[config.mk]
export PLATFORM = sky130hd
export DESIGN_NAME = addr_decoder_cfg_loader_flat
export DESIGN_NICKNAME = d
export VERILOG_FILES = /design/src/rtl/addr_decoder_cfg_loader_if.sv /design/src/rtl/addr_decoder_cfg_loader.sv /design/src/flat_wrapper.sv
export SDC_FILE = /design/constraint.sdc
export NUM_CORES = 1
export LEC_CHECK = 0
export ABC_CLOCK_PERIOD_IN_PS = 2300
export CAP_MARGIN = 0
export CELL_PAD_IN_SITES_DETAIL_PLACEMENT = 2
export CELL_PAD_IN_SITES_GLOBAL_PLACEMENT = 2
export CORE_MARGIN = 3
export CORE_UTILIZATION = 36
export DETAILED_ROUTE_END_ITERATION = 16
export HOLD_SLACK_MARGIN = 0.1
export PLACE_DENSITY_LB_ADDON = 0.1
export SETUP_SLACK_MARGIN = 0.15
export SYNTH_ARGS = -nofsm -noshare
export SYNTH_HDL_FRONTEND = slang
export SYNTH_SLANG_ARGS = --single-unit
[constraint.sdc]
create_clock -name cfg_clk -period 2.3 [get_ports cfg_clk]
set_clock_uncertainty 0.15 [all_clocks]
set_input_delay 0.345 -clock cfg_clk [delete_from_list [all_inputs] [get_ports cfg_clk]]
set_output_delay 0.345 -clock cfg_clk [all_outputs]
set_load 0.005 [all_outputs]
[src/rtl/addr_decoder_cfg_loader_if.sv]
// Byte stream handshake into the config loader.
// A beat is s_valid & s_ready.
interface addr_decoder_cfg_loader_if;
  logic       s_valid;
  logic [7:0] s_data;
  logic       s_ready;

  modport master (
    output s_valid,
    output s_data,
    input  s_ready
  );

  modport slave (
    input  s_valid,
    input  s_data,
    output s_ready
  );
endinterface

[src/rtl/addr_decoder_cfg_loader.sv]
// Frame parser [ADDR][LEN][DATA x LEN] -> single-cycle config writes.
// Range check, write lock, frame timeout, sticky errors.
module addr_decoder_cfg_loader #(
  parameter int ADDR_W  = 32,
  parameter int NUM_WIN = 16,
  parameter int TIMEOUT = 1024
) (
  input  logic                         cfg_clk,
  input  logic                         cfg_rst_n,
  addr_decoder_cfg_loader_if.slave     s,
  input  logic                         cfg_lock,
  input  logic                         err_clr,
  output logic                         cfg_we,
  output logic [7:0]                   cfg_addr,
  output logic [7:0]                   cfg_wdata,
  output logic                         busy,
  output logic                         frame_done,
  output logic                         err_range,
  output logic                         err_lock,
  output logic                         err_timeout
);

  localparam int CFG_BYTES = (ADDR_W + 7) / 8;
  localparam int CFG_SIZE  = NUM_WIN * (2 * CFG_BYTES + 2);
  localparam logic [8:0]  SIZE9 = 9'(CFG_SIZE);
  localparam logic [15:0] TO_M1 = 16'(TIMEOUT - 1);

  typedef enum logic [1:0] {
    IDLE = 2'd0,
    LEN  = 2'd1,
    DATA = 2'd2
  } state_t;

  state_t      state, state_nxt;
  logic [8:0]  ptr, ptr_nxt;
  logic [7:0]  cnt, cnt_nxt;
  logic [15:0] idle, idle_nxt;
  logic        we_nxt;
  logic [7:0]  addr_nxt;
  logic [7:0]  wdata_nxt;
  logic        done_nxt;
  logic        set_range;
  logic        set_lock;
  logic        set_to;
  logic        beat;
  logic        rdy;

  assign s.s_ready = rdy;
  assign beat      = s.s_valid & rdy;
  assign busy      = (state != IDLE);

  // State register
  always_ff @(posedge cfg_clk or negedge cfg_rst_n) begin
    if (!cfg_rst_n) state <= IDLE;
    else            state <= state_nxt;
  end

  // Next-state, write generation, error events and idle timeout
  always_comb begin
    state_nxt = state;
    ptr_nxt   = ptr;
    cnt_nxt   = cnt;
    idle_nxt  = idle;
    we_nxt    = 1'b0;
    addr_nxt  = cfg_addr;
    wdata_nxt = cfg_wdata;
    done_nxt  = 1'b0;
    set_range = 1'b0;
    set_lock  = 1'b0;
    set_to    = 1'b0;
    unique case (state)
      IDLE: begin
        idle_nxt = '0;
        if (beat) begin
          ptr_nxt   = {1'b0, s.s_data};
          state_nxt = LEN;
        end
      end
      LEN: begin
        if (beat) begin
          idle_nxt = '0;
          if (s.s_data != 8'd0) begin
            cnt_nxt   = s.s_data;
            state_nxt = DATA;
          end else begin
            state_nxt = IDLE;
            done_nxt  = 1'b1;
          end
        end
      end
      DATA: begin
        if (beat) begin
          idle_nxt = '0;
          unique case (1'b1)
            (ptr >= SIZE9): set_range = 1'b1;
            cfg_lock:       set_lock  = 1'b1;
            default: begin
              we_nxt    = 1'b1;
              addr_nxt  = ptr[7:0];
              wdata_nxt = s.s_data;
            end
          endcase
          ptr_nxt = ptr + 9'd1;
          cnt_nxt = cnt - 8'd1;
          if (cnt == 8'd1) begin
            state_nxt = IDLE;
            done_nxt  = 1'b1;
          end
        end
      end
      default: state_nxt = IDLE;
    endcase
    if (state != IDLE && !beat) begin
      if (idle == TO_M1) begin
        state_nxt = IDLE;
        idle_nxt  = '0;
        set_to    = 1'b1;
      end else begin
        idle_nxt = idle + 16'd1;
      end
    end
  end

  // Datapath registers, write strobe and frame pulse
  always_ff @(posedge cfg_clk or negedge cfg_rst_n) begin
    if (!cfg_rst_n) begin
      rdy        <= 1'b0;
      ptr        <= '0;
      cnt        <= '0;
      idle       <= '0;
      cfg_we     <= 1'b0;
      cfg_addr   <= '0;
      cfg_wdata  <= '0;
      frame_done <= 1'b0;
    end else begin
      rdy        <= 1'b1;
      ptr        <= ptr_nxt;
      cnt        <= cnt_nxt;
      idle       <= idle_nxt;
      cfg_we     <= we_nxt;
      cfg_addr   <= addr_nxt;
      cfg_wdata  <= wdata_nxt;
      frame_done <= done_nxt;
    end
  end

  // Sticky error flags; a set event beats a clear
  always_ff @(posedge cfg_clk or negedge cfg_rst_n) begin
    if (!cfg_rst_n) begin
      err_range   <= 1'b0;
      err_lock    <= 1'b0;
      err_timeout <= 1'b0;
    end else begin
      err_range   <= (err_range & ~err_clr) | set_range;
      err_lock    <= (err_lock & ~err_clr) | set_lock;
      err_timeout <= (err_timeout & ~err_clr) | set_to;
    end
  end

endmodule

[src/flat_wrapper.sv]
// flat-port wrapper written by rule: the top's interface ports become plain ports
module addr_decoder_cfg_loader_flat 
#(
  parameter int ADDR_W  = 32,
  parameter int NUM_WIN = 16,
  parameter int TIMEOUT = 1024
)
  (cfg_clk, cfg_rst_n, cfg_lock, err_clr, cfg_we, cfg_addr, cfg_wdata, busy, frame_done, err_range, err_lock, err_timeout, s_s_valid, s_s_data, s_s_ready);
  addr_decoder_cfg_loader_if s_i ();
  input  logic cfg_clk;
  input  logic cfg_rst_n;
  input  logic cfg_lock;
  input  logic err_clr;
  output logic cfg_we;
  output logic [7:0] cfg_addr;
  output logic [7:0] cfg_wdata;
  output logic busy;
  output logic frame_done;
  output logic err_range;
  output logic err_lock;
  output logic err_timeout;
  input wire logic [$bits(s_i.s_valid)-1:0] s_s_valid;
  input wire logic [$bits(s_i.s_data)-1:0] s_s_data;
  output wire logic [$bits(s_i.s_ready)-1:0] s_s_ready;
  assign s_i.s_valid = s_s_valid;
  assign s_i.s_data = s_s_data;
  assign s_s_ready = s_i.s_ready;
  addr_decoder_cfg_loader #(.ADDR_W(ADDR_W), .NUM_WIN(NUM_WIN), .TIMEOUT(TIMEOUT)) u_core (.cfg_clk(cfg_clk), .cfg_rst_n(cfg_rst_n), .s(s_i), .cfg_lock(cfg_lock), .err_clr(err_clr), .cfg_we(cfg_we), .cfg_addr(cfg_addr), .cfg_wdata(cfg_wdata), .busy(busy), .frame_done(frame_done), .err_range(err_range), .err_lock(err_lock), .err_timeout(err_timeout));
endmodule
==> qor.txt <==
Outcome - finished clean
CTS tree - done
Main synth FF type - dfrtp_1
IO Port Bufs - 35
RSZ-0062 raised after global routing - no
Max Clk Rate - 0.485 GHz
Vias in the first global route - 3012
Layout area overhead - 30.2%
Critical path required time - 2.41 ns
WL met1 - 4.76 mm
Largest net degree at the start of global routing - 38
GR Util All Layers - 0.215
Die area - 0.00964 mm²
R2r setup slk - 0.24 ns
Worst IR drop on VDD - 365 µV
Metal2 WL - 4.78 mm
Synth cell count leaders - 57 x dfrtp_1, 21 x a21oi_1, 20 x nor2_1
Crit path DAT - 2.17 ns
DR pass1 iterations - 4
Clk Latency, worst-skew pair - 0.34 ns
# diodes - 0
Clk buf depth - 2
Most frequent cell after synthesis - dfrtp_1
FF+latch area - 0.00143 mm²
Final Max Tran Viols - 0
Multi-input combinational cell area - 0.00160 mm²
Syn avg cell area - 10.1 µm²
FFs w/ async S/R, synth - 1.00
Max_cap viols - 0
Unique masters post-synth - 53
Util after Layout - 0.485
Final ANT Viol Nets - 0
Hold Path Class - register to register
Vias - 2826
Slowest Stage Delay on Critical Path - 0.53 ns
WL per Instance - 21.0 µm
Fillers - 880
DRC Markers - 0
Max-slew headroom - 0.634
Cell taking the most area after synthesis - dfrtp_1
Reg clk slew, reported paths - 0.07 ns
Setup violations, final - 0
Post-layout min period - 2.06 ns
CP Cell Sequence - inv_2 > ha_4 > a21boi_2 > o22a_4 > or4b_4 > a21oi_2
Top cell type's share of synthesized area - 0.466
Routed Wire Length - 9.95 mm
Vias per Instance - 5.97
Delay-heaviest family, CP - compound AO/OA/AOI/OAI gates
Crit path buf inv count - 1
Die Span X - 98.2 µm
Nets - 386
Initial Util - 0.372
Chip height - 98.2 µm
Synth area leaders - dfrtp_1 47%, mux2_2 4.8%, ha_1 3.7%
EDFF count, synth - 0
Crit start category - register
Total negative slack - 0 ns
Crit Path Max Fanout - 6
Num CTS Buffers - 9
Detailed placer's ending HPWL - 6.61 mm
Clock Sink Count - 57
Critical Path End Type - register
Clock root buffer - clkbuf_8
Crit path kind - register to register
PwrDens - 1120 mW/mm²
Worst path slowest cell - or4b_4
H-tree lvl count - 3
Sequential fraction of the synthesis area - 0.466
Layout cells sized above 1 - 0.217
Post-synthesis instance area - 0.00306 mm²
Initial antenna violation count - 0
Cell Rows - 33
Fin. Hold Viols - 0
Synthesized flop and latch total - 57
Congestion Overflow GR - 0
Final period utilization - 0.897
Mapped Cells - 304
Syn_nets - 326
Core area - 0.00822 mm²
P_leak - 1.65 nW
GP Congestion - 0.775
First-pass GRT wire length - 16.4 mm
Synth warnings - 0
Met3 WL post-DR - 273 µm
Worst Max-Slew Pin Slew - 0.548 ns
DR top layer - met4
Number of I/O pins - 36
DR iter-0 viols - 82
[worst register-to-register path: cells and delay by family, from the launching register on]
| kind | cells | cell delay (ns) |
|---|---|---|
| and+or+nand+nor | 1 | 0.53 |
| buffers and inverters | 1 | 0.09 |
| adders and majority gates | 1 | 0.20 |
| AOI/OAI and AO/OA | 3 | 0.60 |
| DFF | 1 | 0.40 |
[final timing paths]
| check | endpoint | startpoint | cells after the start |
|---|---|---|---|
| setup / recovery | u_core.idle[14]$_DFFE_PN0P_ | u_core.state[0]$_DFF_PN0_ | 6 |
| hold / removal | u_core.err_timeout$_DFF_PN0_ | u_core.err_timeout$_DFF_PN0_ | 1 |
| setup reg to reg | u_core.idle[14]$_DFFE_PN0P_ | u_core.state[0]$_DFF_PN0_ | 6 |
| hold reg to reg | u_core.err_timeout$_DFF_PN0_ | u_core.err_timeout$_DFF_PN0_ | 1 |
| max in group asynchronous | u_core.idle[9]$_DFFE_PN0P_ | cfg_rst_n | 3 |
| min in group asynchronous | u_core.cfg_wdata[5]$_DFFE_PN0P_ | cfg_rst_n | 2 |
[through the flow]
stage               instances  hold WS (ns)  setup slack, ns  instance area (µm²)  power, mW
floorplan                 304        -0.101            0.291                 3060       2.51
global placement          452         0.207           0.0601                 3650       3.16
detailed placement        452         0.204          -0.0120                 3650       3.23
CTS                       472         0.343            0.140                 3920       4.39
global route              473         0.375            0.161                 3990       4.78
finish                    473         0.344            0.237                 3990       4.46
[cells in the final DEF (no fill, tap or decap), drive strengths merged, types with 3 or more instances in the layout]
master / netlist / final
dfrtp: 57 / 57
clkdlybuf4s50: 0 / 34
buf: 7 / 26
a21oi: 21 / 21
nor2: 20 / 20
nand2: 18 / 18
mux2: 17 / 17
nand4: 16 / 16
o21ai: 15 / 15
nand3: 15 / 15
clkbuf: 7 / 13
inv: 11 / 11
ha: 9 / 9
nor3: 7 / 7
nor4: 7 / 7
a31oi: 6 / 6
or3: 6 / 6
o31ai: 5 / 5
o22a: 3 / 5
and4: 4 / 4
or4: 4 / 4
and3: 4 / 4
mux2i: 4 / 4
nand4b: 4 / 4
nor3b: 3 / 3
o21a: 3 / 3
o211ai: 3 / 3
o22ai: 3 / 3
[power by group]
| part | internal (mW) | switching (mW) | total, mW |
|---|---|---|---|
| sequential | 1.27 | 0.317 | 1.59 |
| clock | 0.611 | 0.413 | 1.02 |
| combinational | 0.842 | 0.998 | 1.84 |
[metal layers]
| metal | track usage | up-vias |
|---|---|---|
| met3 | 0.0386 | 10 |
| met1 | 0.305 | 1496 |
| li1 | - | 1281 |
| met2 | 0.335 | 39 |
| met5 | 0 | - |
| met4 | 0.0693 | 0 |
[registers in the layout, indices dropped and copies added (netlist names), 2 cells and up]
| signal | count |
|---|---|
| u_core.ptr | 9 |
| u_core.cfg_wdata | 8 |
| u_core.cfg_addr | 8 |
| u_core.cnt | 8 |
| u_core.state | 2 |
| u_core.idle | 16 |
[logic make-up after synthesis]
group,synth area share
AO/OA/AOI/OAI,0.172
adder cells (fa/ha/maj),0.0368
buffers and inverters,0.0376
flip-flops,0.466
multiplexers,0.0756
other,0.00123
AND/OR/NAND/NOR,0.211
[final cells by class]
class                      instances  share of cell area
sequential                        57               0.358
tap                              105              0.0330
timing repair buffer              61               0.143
inverter                          11              0.0104
clock inverter                     2             0.00879
clock buffer                      13              0.0449
multi-input combinational        224               0.403
[repair_timing]
| action | CTS | global route |
|---|---|---|
| cloned | 2 | 0 |
| gates resized for setup | 2 | 17 |
| pin swaps | 1 | 2 |
| hold buffers | 1 | 0 |
| buffers inserted | 2 | 1 |
| endpoints found under the hold margin | 20 | 0 |
| endpoints found under the setup margin | 11 | 18 |
No activity file was read; power rests on OpenSTA's default activity.
